==> config.mk <==
export PLATFORM = sky130hd
export DESIGN_NAME = booth_mac_accum_flat
export DESIGN_NICKNAME = d
export VERILOG_FILES = /design/src/rtl/booth_mac_accum_if.sv /design/src/rtl/booth_mac_accum.sv /design/src/flat_wrapper.sv
export SDC_FILE = /design/constraint.sdc
export NUM_CORES = 1
export LEC_CHECK = 0
export ABC_AREA = 1
export BUFFER_PORTS_ARGS = -buffer_cell sky130_fd_sc_hd__buf_2
export CELL_PAD_IN_SITES_DETAIL_PLACEMENT = 1
export CELL_PAD_IN_SITES_GLOBAL_PLACEMENT = 1
export CORE_MARGIN = 1
export CORE_UTILIZATION = 31
export CTS_CLUSTER_DIAMETER = 30
export DETAILED_ROUTE_END_ITERATION = 7
export GPL_TIMING_DRIVEN = 0
export PLACE_DENSITY = 0.65
export SETUP_SLACK_MARGIN = 0.3
export SLEW_MARGIN = 15
export SYNTH_ARGS = -nofsm -noshare
export SYNTH_HDL_FRONTEND = slang
export SYNTH_SLANG_ARGS = --single-unit
==> constraint.sdc <==
create_clock -name clk -period 3.4 [get_ports clk]
set_clock_uncertainty 0.05 [all_clocks]
set_input_delay 0.68 -clock clk [delete_from_list [all_inputs] [get_ports clk]]
set_output_delay 0.68 -clock clk [all_outputs]
set_load 0.01 [all_outputs]
==> src/rtl/booth_mac_accum_if.sv <==
// Handshake bundle between the Booth multiplier stream, the accumulator
// and the result consumer. The master side drives requests and products;
// the slave side (the accumulator) returns ready, the result and status.
interface booth_mac_accum_if #(
    parameter int DATA_WIDTH = 8,
    parameter int ACC_WIDTH  = 24,
    parameter int MAX_LEN    = 16,
    parameter int LEN_WIDTH  = $clog2(MAX_LEN + 1)
);
    logic                           start;
    logic [LEN_WIDTH-1:0]           len;
    logic                           prod_valid;
    logic                           prod_ready;
    logic signed [2*DATA_WIDTH-1:0] prod_data;
    logic                           acc_valid;
    logic                           acc_ready;
    logic signed [ACC_WIDTH-1:0]    acc_data;
    logic                           acc_overflow;
    logic                           busy;

    modport master (
        output start, len, prod_valid, prod_data, acc_ready,
        input  prod_ready, acc_valid, acc_data, acc_overflow, busy
    );

    modport slave (
        input  start, len, prod_valid, prod_data, acc_ready,
        output prod_ready, acc_valid, acc_data, acc_overflow, busy
    );
endinterface

==> src/rtl/booth_mac_accum.sv <==
// Sequential dot-product accumulator placed after the combinational Booth
// multiplier. Sums a programmed number of signed products into a wider
// saturating accumulator and offers the result on a valid/ready port.
// Every output is driven straight from a register.
module booth_mac_accum #(
    parameter int DATA_WIDTH = 8,
    parameter int ACC_WIDTH  = 24,
    parameter int MAX_LEN    = 16,
    parameter int LEN_WIDTH  = $clog2(MAX_LEN + 1)
) (
    input  logic             clk,
    input  logic             rst_n,
    booth_mac_accum_if.slave bus
);
    localparam int PW = 2 * DATA_WIDTH;
    localparam int SW = ACC_WIDTH + 1;
    localparam logic [LEN_WIDTH-1:0] MAX_LEN_L = LEN_WIDTH'(MAX_LEN);

    typedef enum logic [1:0] {
        S_IDLE  = 2'd0,
        S_ACCUM = 2'd1,
        S_DONE  = 2'd2
    } state_t;

    state_t                       r_state;
    logic signed [ACC_WIDTH-1:0]  r_acc;
    logic [LEN_WIDTH-1:0]         r_count;
    logic [LEN_WIDTH-1:0]         r_len;
    logic                         r_prod_ready;
    logic                         r_acc_valid;
    logic                         r_overflow;
    logic                         r_busy;

    logic signed [SW-1:0]         w_prod_ext;
    logic signed [SW-1:0]         w_acc_ext;
    logic signed [SW-1:0]         w_sum;
    logic [LEN_WIDTH-1:0]         w_len_clamp;
    logic [LEN_WIDTH-1:0]         w_count_nxt;
    logic                         w_hs;

    // True when the one-bit-wider sum no longer fits the accumulator width.
    function automatic logic sat_ovf(input logic signed [SW-1:0] s);
        return s[SW-1] != s[SW-2];
    endfunction

    // Clamp the wide sum to the accumulator range; the extra top bit tells
    // which rail was crossed.
    function automatic logic signed [ACC_WIDTH-1:0] sat_acc(input logic signed [SW-1:0] s);
        logic signed [ACC_WIDTH-1:0] v;
        if (s[SW-1] != s[SW-2]) begin
            if (s[SW-1]) begin
                v = {1'b1, {(ACC_WIDTH-1){1'b0}}};
            end else begin
                v = {1'b0, {(ACC_WIDTH-1){1'b1}}};
            end
        end else begin
            v = s[ACC_WIDTH-1:0];
        end
        return v;
    endfunction

    // Both operands are widened by sign extension so the add cannot wrap.
    assign w_prod_ext  = {{(SW-PW){bus.prod_data[PW-1]}}, bus.prod_data};
    assign w_acc_ext   = {r_acc[ACC_WIDTH-1], r_acc};
    assign w_sum       = w_acc_ext + w_prod_ext;
    assign w_len_clamp = (bus.len > MAX_LEN_L) ? MAX_LEN_L : bus.len;
    assign w_count_nxt = r_count + LEN_WIDTH'(1);
    assign w_hs        = bus.prod_valid & r_prod_ready;

    assign bus.prod_ready   = r_prod_ready;
    assign bus.acc_valid    = r_acc_valid;
    assign bus.acc_data     = r_acc;
    assign bus.acc_overflow = r_overflow;
    assign bus.busy         = r_busy;

    // Control FSM with registered handshake/status outputs and the accumulator.
    always_ff @(posedge clk or negedge rst_n) begin
        if (!rst_n) begin
            r_state      <= S_IDLE;
            r_acc        <= '0;
            r_count      <= '0;
            r_len        <= '0;
            r_prod_ready <= 1'b0;
            r_acc_valid  <= 1'b0;
            r_overflow   <= 1'b0;
            r_busy       <= 1'b0;
        end else begin
            case (r_state)
                S_IDLE: begin
                    // Products are never accepted here, even alongside start.
                    if (bus.start) begin
                        r_acc      <= '0;
                        r_count    <= '0;
                        r_overflow <= 1'b0;
                        r_len      <= w_len_clamp;
                        r_busy     <= 1'b1;
                        if (w_len_clamp == '0) begin
                            r_state     <= S_DONE;
                            r_acc_valid <= 1'b1;
                        end else begin
                            r_state      <= S_ACCUM;
                            r_prod_ready <= 1'b1;
                        end
                    end
                end

                S_ACCUM: begin
                    if (w_hs) begin
                        r_acc   <= sat_acc(w_sum);
                        r_count <= w_count_nxt;
                        if (sat_ovf(w_sum)) begin
                            r_overflow <= 1'b1;
                        end
                        if (w_count_nxt == r_len) begin
                            r_state      <= S_DONE;
                            r_prod_ready <= 1'b0;
                            r_acc_valid  <= 1'b1;
                        end
                    end
                end

                S_DONE: begin
                    // Result and overflow flag hold until the consumer takes them.
                    if (bus.acc_ready) begin
                        r_state     <= S_IDLE;
                        r_acc_valid <= 1'b0;
                        r_busy      <= 1'b0;
                    end
                end

                default: begin
                    r_state      <= S_IDLE;
                    r_prod_ready <= 1'b0;
                    r_acc_valid  <= 1'b0;
                    r_busy       <= 1'b0;
                end
            endcase
        end
    end
endmodule
==> src/flat_wrapper.sv <==
// flat-port wrapper written by rule: the top's interface ports become plain ports
module booth_mac_accum_flat 
#(
    parameter int DATA_WIDTH = 8,
    parameter int ACC_WIDTH  = 24,
    parameter int MAX_LEN    = 16,
    parameter int LEN_WIDTH  = $clog2(MAX_LEN + 1)
)
  (clk, rst_n, bus_start, bus_len, bus_prod_valid, bus_prod_data, bus_acc_ready, bus_prod_ready, bus_acc_valid, bus_acc_data, bus_acc_overflow, bus_busy);
  booth_mac_accum_if #(.DATA_WIDTH(DATA_WIDTH), .ACC_WIDTH(ACC_WIDTH), .MAX_LEN(MAX_LEN), .LEN_WIDTH(LEN_WIDTH)) bus_i ();
  input  logic clk;
  input  logic rst_n;
  input wire logic [$bits(bus_i.start)-1:0] bus_start;
  input wire logic [$bits(bus_i.len)-1:0] bus_len;
  input wire logic [$bits(bus_i.prod_valid)-1:0] bus_prod_valid;
  input wire logic [$bits(bus_i.prod_data)-1:0] bus_prod_data;
  input wire logic [$bits(bus_i.acc_ready)-1:0] bus_acc_ready;
  output wire logic [$bits(bus_i.prod_ready)-1:0] bus_prod_ready;
  output wire logic [$bits(bus_i.acc_valid)-1:0] bus_acc_valid;
  output wire logic [$bits(bus_i.acc_data)-1:0] bus_acc_data;
  output wire logic [$bits(bus_i.acc_overflow)-1:0] bus_acc_overflow;
  output wire logic [$bits(bus_i.busy)-1:0] bus_busy;
  assign bus_i.start = bus_start;
  assign bus_i.len = bus_len;
  assign bus_i.prod_valid = bus_prod_valid;
  assign bus_i.prod_data = bus_prod_data;
  assign bus_i.acc_ready = bus_acc_ready;
  assign bus_prod_ready = bus_i.prod_ready;
  assign bus_acc_valid = bus_i.acc_valid;
  assign bus_acc_data = bus_i.acc_data;
  assign bus_acc_overflow = bus_i.acc_overflow;
  assign bus_busy = bus_i.busy;
  booth_mac_accum #(.DATA_WIDTH(DATA_WIDTH), .ACC_WIDTH(ACC_WIDTH), .MAX_LEN(MAX_LEN), .LEN_WIDTH(LEN_WIDTH)) u_core (.clk(clk), .rst_n(rst_n), .bus(bus_i));
endmodule
## After elaboration in Yosys (flattened, before gate mapping)

Index checks and enable logic that the tools add are counted.

| word-level totals | value |
|---|---|
| register bits after elaboration | 40 |
| output and inout port bits | 28 |
| input port bits | 26 |
| word-level logic and storage cells | 67 |

| cells by class | value |
|---|---|
| mux-type cells | 32 |
| bitwise operators | 3 |
| add/sub/neg operators | 2 |
| magnitude comparators | 1 |
| reduce and logical (&&, ||, !) cells | 10 |
| eq/ne operators | 11 |

Operators with widths:

| cell | number |
|---|---|
| $mux 24 | 4 |
| $pmux 24 s2 | 1 |
| $add 24x16->25 | 1 |
| $mux 5 | 3 |
| $mux 1 | 13 |
| $mux 2 | 5 |
| $pmux 5 s2 | 1 |
| $reduce_and 5->1 | 2 |
| $pmux 1 s3 | 3 |
| $ne 2x1->1 const B | 4 |
| $reduce_and 4->1 | 2 |
| $ne 2x2->1 const B | 3 |
| $pmux 2 s3 | 1 |
| $reduce_and 3->1 | 2 |
| $add 5x1->5 const B | 1 |
| $eq 5x5->1 | 1 |
| $gt 5x5->1 const B | 1 |
| $logic_not 5->1 | 1 |
| $eq 2x1->1 const B | 1 |
| $eq 2x2->1 const B | 1 |
| $logic_not 2->1 | 1 |
| $not 1->1 | 2 |
| $pmux 1 s2 | 1 |
| $reduce_and 2->1 | 1 |
| 3 further kinds | 3 |

## Longest topological paths before layout

| depth | value |
|---|---|
| word-level depth | 6 |
| mapped depth | 17 |
| mapped depth without buffers | 16 |

## Worst setup path before layout

OpenSTA, ideal clock, no wires.

| timing | value |
|---|---|
| path type | input port to flip-flop |
| start | input port bus_prod_data[0] |
| end | register u_core.r_acc[13], in the netlist u_core.bus.acc_data[13] |
| library setup time | 0.120 ns |
| required time | 3.230 ns |
| path buffers | 1 |
| cell stages on the path | 15 |
| data arrival time | 2.386 ns |
| path slack | 0.843 ns |
| cells stage by stage | ha_1 -> fa_1 -> nand2_1 -> nand2_1 -> nand3_1 -> nand2_2 -> nand2_2 -> nand3_2 -> nand2_1 -> nand2_1 -> nand2_4 -> nand2_8 -> buf_12 -> o21ai_1 -> nand2_1 |

| on the way | value |
|---|---|
| word-level cells in the longest chain between the ends | 5 |
| elaborated cells on any way between the ends | 6 |
| classes of those cells | add/sub (1); eq/ne (1); mux (4) |

RTL lines:

| item | RTL line | source |
|---|---|---|
| start, declared | flat_wrapper.sv:16 | `input wire logic [$bits(bus_i.prod_data)-1:0] bus_prod_data;` |
| $add 24x16->25 * | booth_mac_accum.sv:65 | `assign w_sum = w_acc_ext + w_prod_ext;` |
| $mux 24 or $ne 1x1->1 (tied branches) | booth_mac_accum.sv:51, booth_mac_accum.sv:50 |  |
| $mux 24 * | booth_mac_accum.sv:50 | `if (s[SW-1] != s[SW-2]) begin` |
| $mux 24 * | booth_mac_accum.sv:108 | `if (w_hs) begin` |
| $pmux 24 s2 * | booth_mac_accum.sv:88 | `case (r_state)` |
| end signal, assigned | booth_mac_accum.sv:109 | `r_acc <= sat_acc(w_sum);` |
| end, declared | booth_mac_accum.sv:26 | `logic signed [ACC_WIDTH-1:0] r_acc;` |

Every way passes the cells marked *; elsewhere a longest branch is shown, timed or not. The select of a mux whose other input is x is not followed.
A chain may end at the register's enable or synchronous reset.

## Worst setup path in the final report

| timing | value |
|---|---|
| start | input port bus_prod_data[0] |
| end | register u_core.r_acc[15], in the netlist u_core.bus.acc_data[15] |

The elaborated chain is that of the path after synthesis.

==> run summary <==
Reg2reg start - u_core.bus.acc_data[0]
Worst Path Arrival - 3.02 ns
Ys flop type - dfrtp_1
Crit path launch - bus_prod_data[0]
1st-iter DRT viols - 126
Clk_lat worst skew - 0.30 ns
IO Count - 54
CTS resizes - 0
Crit path launch type - primary input
Core area - 10900 µm²
Max VDD drop - 0.311 mV
Die ar. - 11800 µm²
Synth top area cells - dfrtp_1 28%, nand2_1 19%, ha_1 8.9%, inv_1 6.1%, a21oi_1 3.7%
Yosys top cell area share - 28.4%
Synth warn - 0
Total gr overflow - 0
# port buffers - 53
Internal - 1990 µW
Hold path endpoint - u_core.bus.acc_valid
Setup CP Type - in2reg
Setup tns final - 0 ns
Clock power share - 14.1%
CP Data Required Time - 3.54 ns
Vias per cell - 4.94
CP Max Fanout - 10
FF-to-FF End - u_core.bus.acc_data[15]
First-pass GRT wire length - 17900 µm
Nets@finish - 628
Switching Power - 2120 µW
Place WS - 0.226 ns
Minimum clock period - 2.88 ns
# fillers - 1442
Synth async-reset ratio - 100%
Share of the cycle needed by the critical path after routing - 84.8%
Area of the mapped netlist - 3520 µm²
Wire per inst - 14.8 µm
GRT Overall Usage - 19.7%
Placer Congestion - 0.906
Post-synth EDFFs - 0
Area leader, netlist - dfrtp_1
Total Routed Length - 10600 µm
Final Hold Fails - 0
Clk slew on worst S/H paths - 0.07 ns
Clk sink count - 40
CP Capture Type - flip-flop
FF-to-FF path depth - 15
Hold path depth - 2
Worst-case clock buffer depth - 2
P per Cell Area - 993 nW/µm²
Final setup margin - 0.515 ns
Num CTS Buffers - 5
Synth cell types - 35
Least-Margin Pin Slew - 0.956 ns
Initial antenna violation count - 0
# Post-CTS Setup Buffers - 0
Post-synthesis sequential area ratio - 28.4%
Yosys reg bits - 40
Detailed Place HPWL - 8700 µm
CTS root buffer - clkbuf_16
Final setup viols - 0
Htree depth - 2
Largest net degree at the start of global routing - 41
Hold Buf Count CTS - 0
Hold WC Path Type - reg2reg
Final Max Slew Viols - 0
Die Ht - 109 µm
Max Cap Violations - 0
Sequential Power Share - 21.1%
Rel. slew slack - 36.3%
Combinational cell fraction of total power - 64.9%
Area grow syn2layout - 17.4%
Row count - 38
Synth Net Count - 568
Starting Density - 32.2%
Post-Syn Area per Cell - 6.82 µm²
Switching portion of total power - 51.6%
Antenna Cells - 0
Leak - 0.00226 µW
Share of cells above drive strength 1 - 19.1%
CTS tree - done
Gate Count Post-Synth - 516
Number of global-route vias before repair - 3721
FMAX - 347 MHz
RSZ-0062 raised after global routing - no
HP Start - u_core.bus.acc_valid
Post-DRT Antenna Nets - 0
Outcome - completed
DR vias - 3544
Die W - 109 µm
R2r setup slk - 0.57 ns
Overall power - 4100 µW
Initial DRT Pass Iterations - 4
# DRC - 0
## cell families (layout without fill, tap and decap cells)
kind of cell    count (synthesis)  after routing  synth area share (%)
buf+inv                        67            128                  8.07
fa+ha+maj                      26             26                  9.45
flops                          40             40                  28.4
simple gates                  289            289                  36.5
xor+xnor                       19             19                  4.73
compound gates                 75             75                  12.9
## stage by stage
stage / std cells / hold slack (ns) / util, % / cell area, µm²
after detailed placement: 709 / 0.427 / 36.2 / 3960
after global routing: 717 / 0.487 / 37.8 / 4130
final: 717 / 0.444 / 37.8 / 4130
after CTS: 717 / 0.447 / 37.8 / 4130
after global placement: 709 / 0.407 / 36.2 / 3960
after floorplan: 516 / 0.334 / - / 3520
## worst max-delay path by stage
stage                                          to  depth (start not counted)
after floorplan           u_core.bus.acc_data[13]                         15
after global placement    u_core.bus.acc_data[14]                         16
after detailed placement  u_core.bus.acc_data[15]                         16
after CTS                  u_core.bus.acc_data[5]                         17
after global routing      u_core.bus.acc_data[15]                         16
final                     u_core.bus.acc_data[15]                         16
## power groups by stage
| stage | registers, µW | clock network [µW] | logic, µW |
|---|---|---|---|
| floorplan | 914 | 0 | 1890 |
| global placement | 863 | 0 | 2640 |
| detailed placement | 872 | 0 | 2690 |
| CTS | 869 | 596 | 2700 |
| global route | 898 | 610 | 3020 |
| finish | 865 | 577 | 2660 |
## synthesized netlist by cell type, types with 10 or more instances
master,n
a21oi_1,26
dfrtp_1,40
ha_1,25
inv_1,57
nand2_1,176
nand2_2,14
nand3_1,25
nand4_1,13
nor2_1,33
o21ai_0,18
o21ai_2,10
xor2_1,13
## critical path: stages
cell and delay, ns:
buf_2 0.10, ha_1 0.27, fa_1 0.50, nand2_1 0.10
nand2_1 0.08, nand3_1 0.15, nand2_2 0.14, nand2_2 0.13
nand3_2 0.09, nand2_1 0.08, nand2_1 0.08, nand2_4 0.15
nand2_8 0.10, buf_12 0.16, o21ai_1 0.12, nand2_1 0.07
## layout by cell type (no fill, tap or decap), drive strengths merged, types with 2 or more instances in the layout
| cell | n |
|---|---|
| dfrtp | 40 |
| nor3 | 7 |
| nand4 | 13 |
| nand3 | 26 |
| xnor2 | 6 |
| and2 | 4 |
| inv | 62 |
| o22ai | 4 |
| clkbuf | 7 |
| a31oi | 2 |
| ha | 25 |
| nor2 | 43 |
| o21bai | 6 |
| or2 | 2 |
| xor2 | 13 |
| buf | 57 |
| a21oi | 29 |
| nand2 | 193 |
| o21ai | 32 |
## state kept, by name, indices dropped and copies added (netlist names)
name	cells
u_core.bus.acc_data	24
u_core.bus.prod_ready	1
u_core.r_state	2
u_core.bus.acc_valid	1
u_core.r_count	5
u_core.r_len	5
u_core.bus.acc_overflow	1
u_core.bus.busy	1
## cell type report
cell class / count / area (µm²) / share of cell area (%)
Tap cell: 140 / 175 / 4.24
Clock inverter: 3 / 46.3 / 1.12
Buffer: 6 / 55.1 / 1.33
Clock buffer: 5 / 125 / 3.03
Timing Repair Buffer: 53 / 265 / 6.42
Sequential cell: 40 / 1000 / 24.2
Multi-Input combinational cell: 409 / 2240 / 54.1
Inverter: 61 / 229 / 5.54
## metal layers
layer | up-vias | GRT usage (%) | wire length (µm)
met5 | - | 0 | 0
met4 | 0 | 5.60 | 163
met3 | 11 | 3.07 | 368
met2 | 55 | 34.0 | 5020
met1 | 1693 | 25.1 | 5080
li1 | 1785 | - | -
Power figures use the tool's default switching activity.
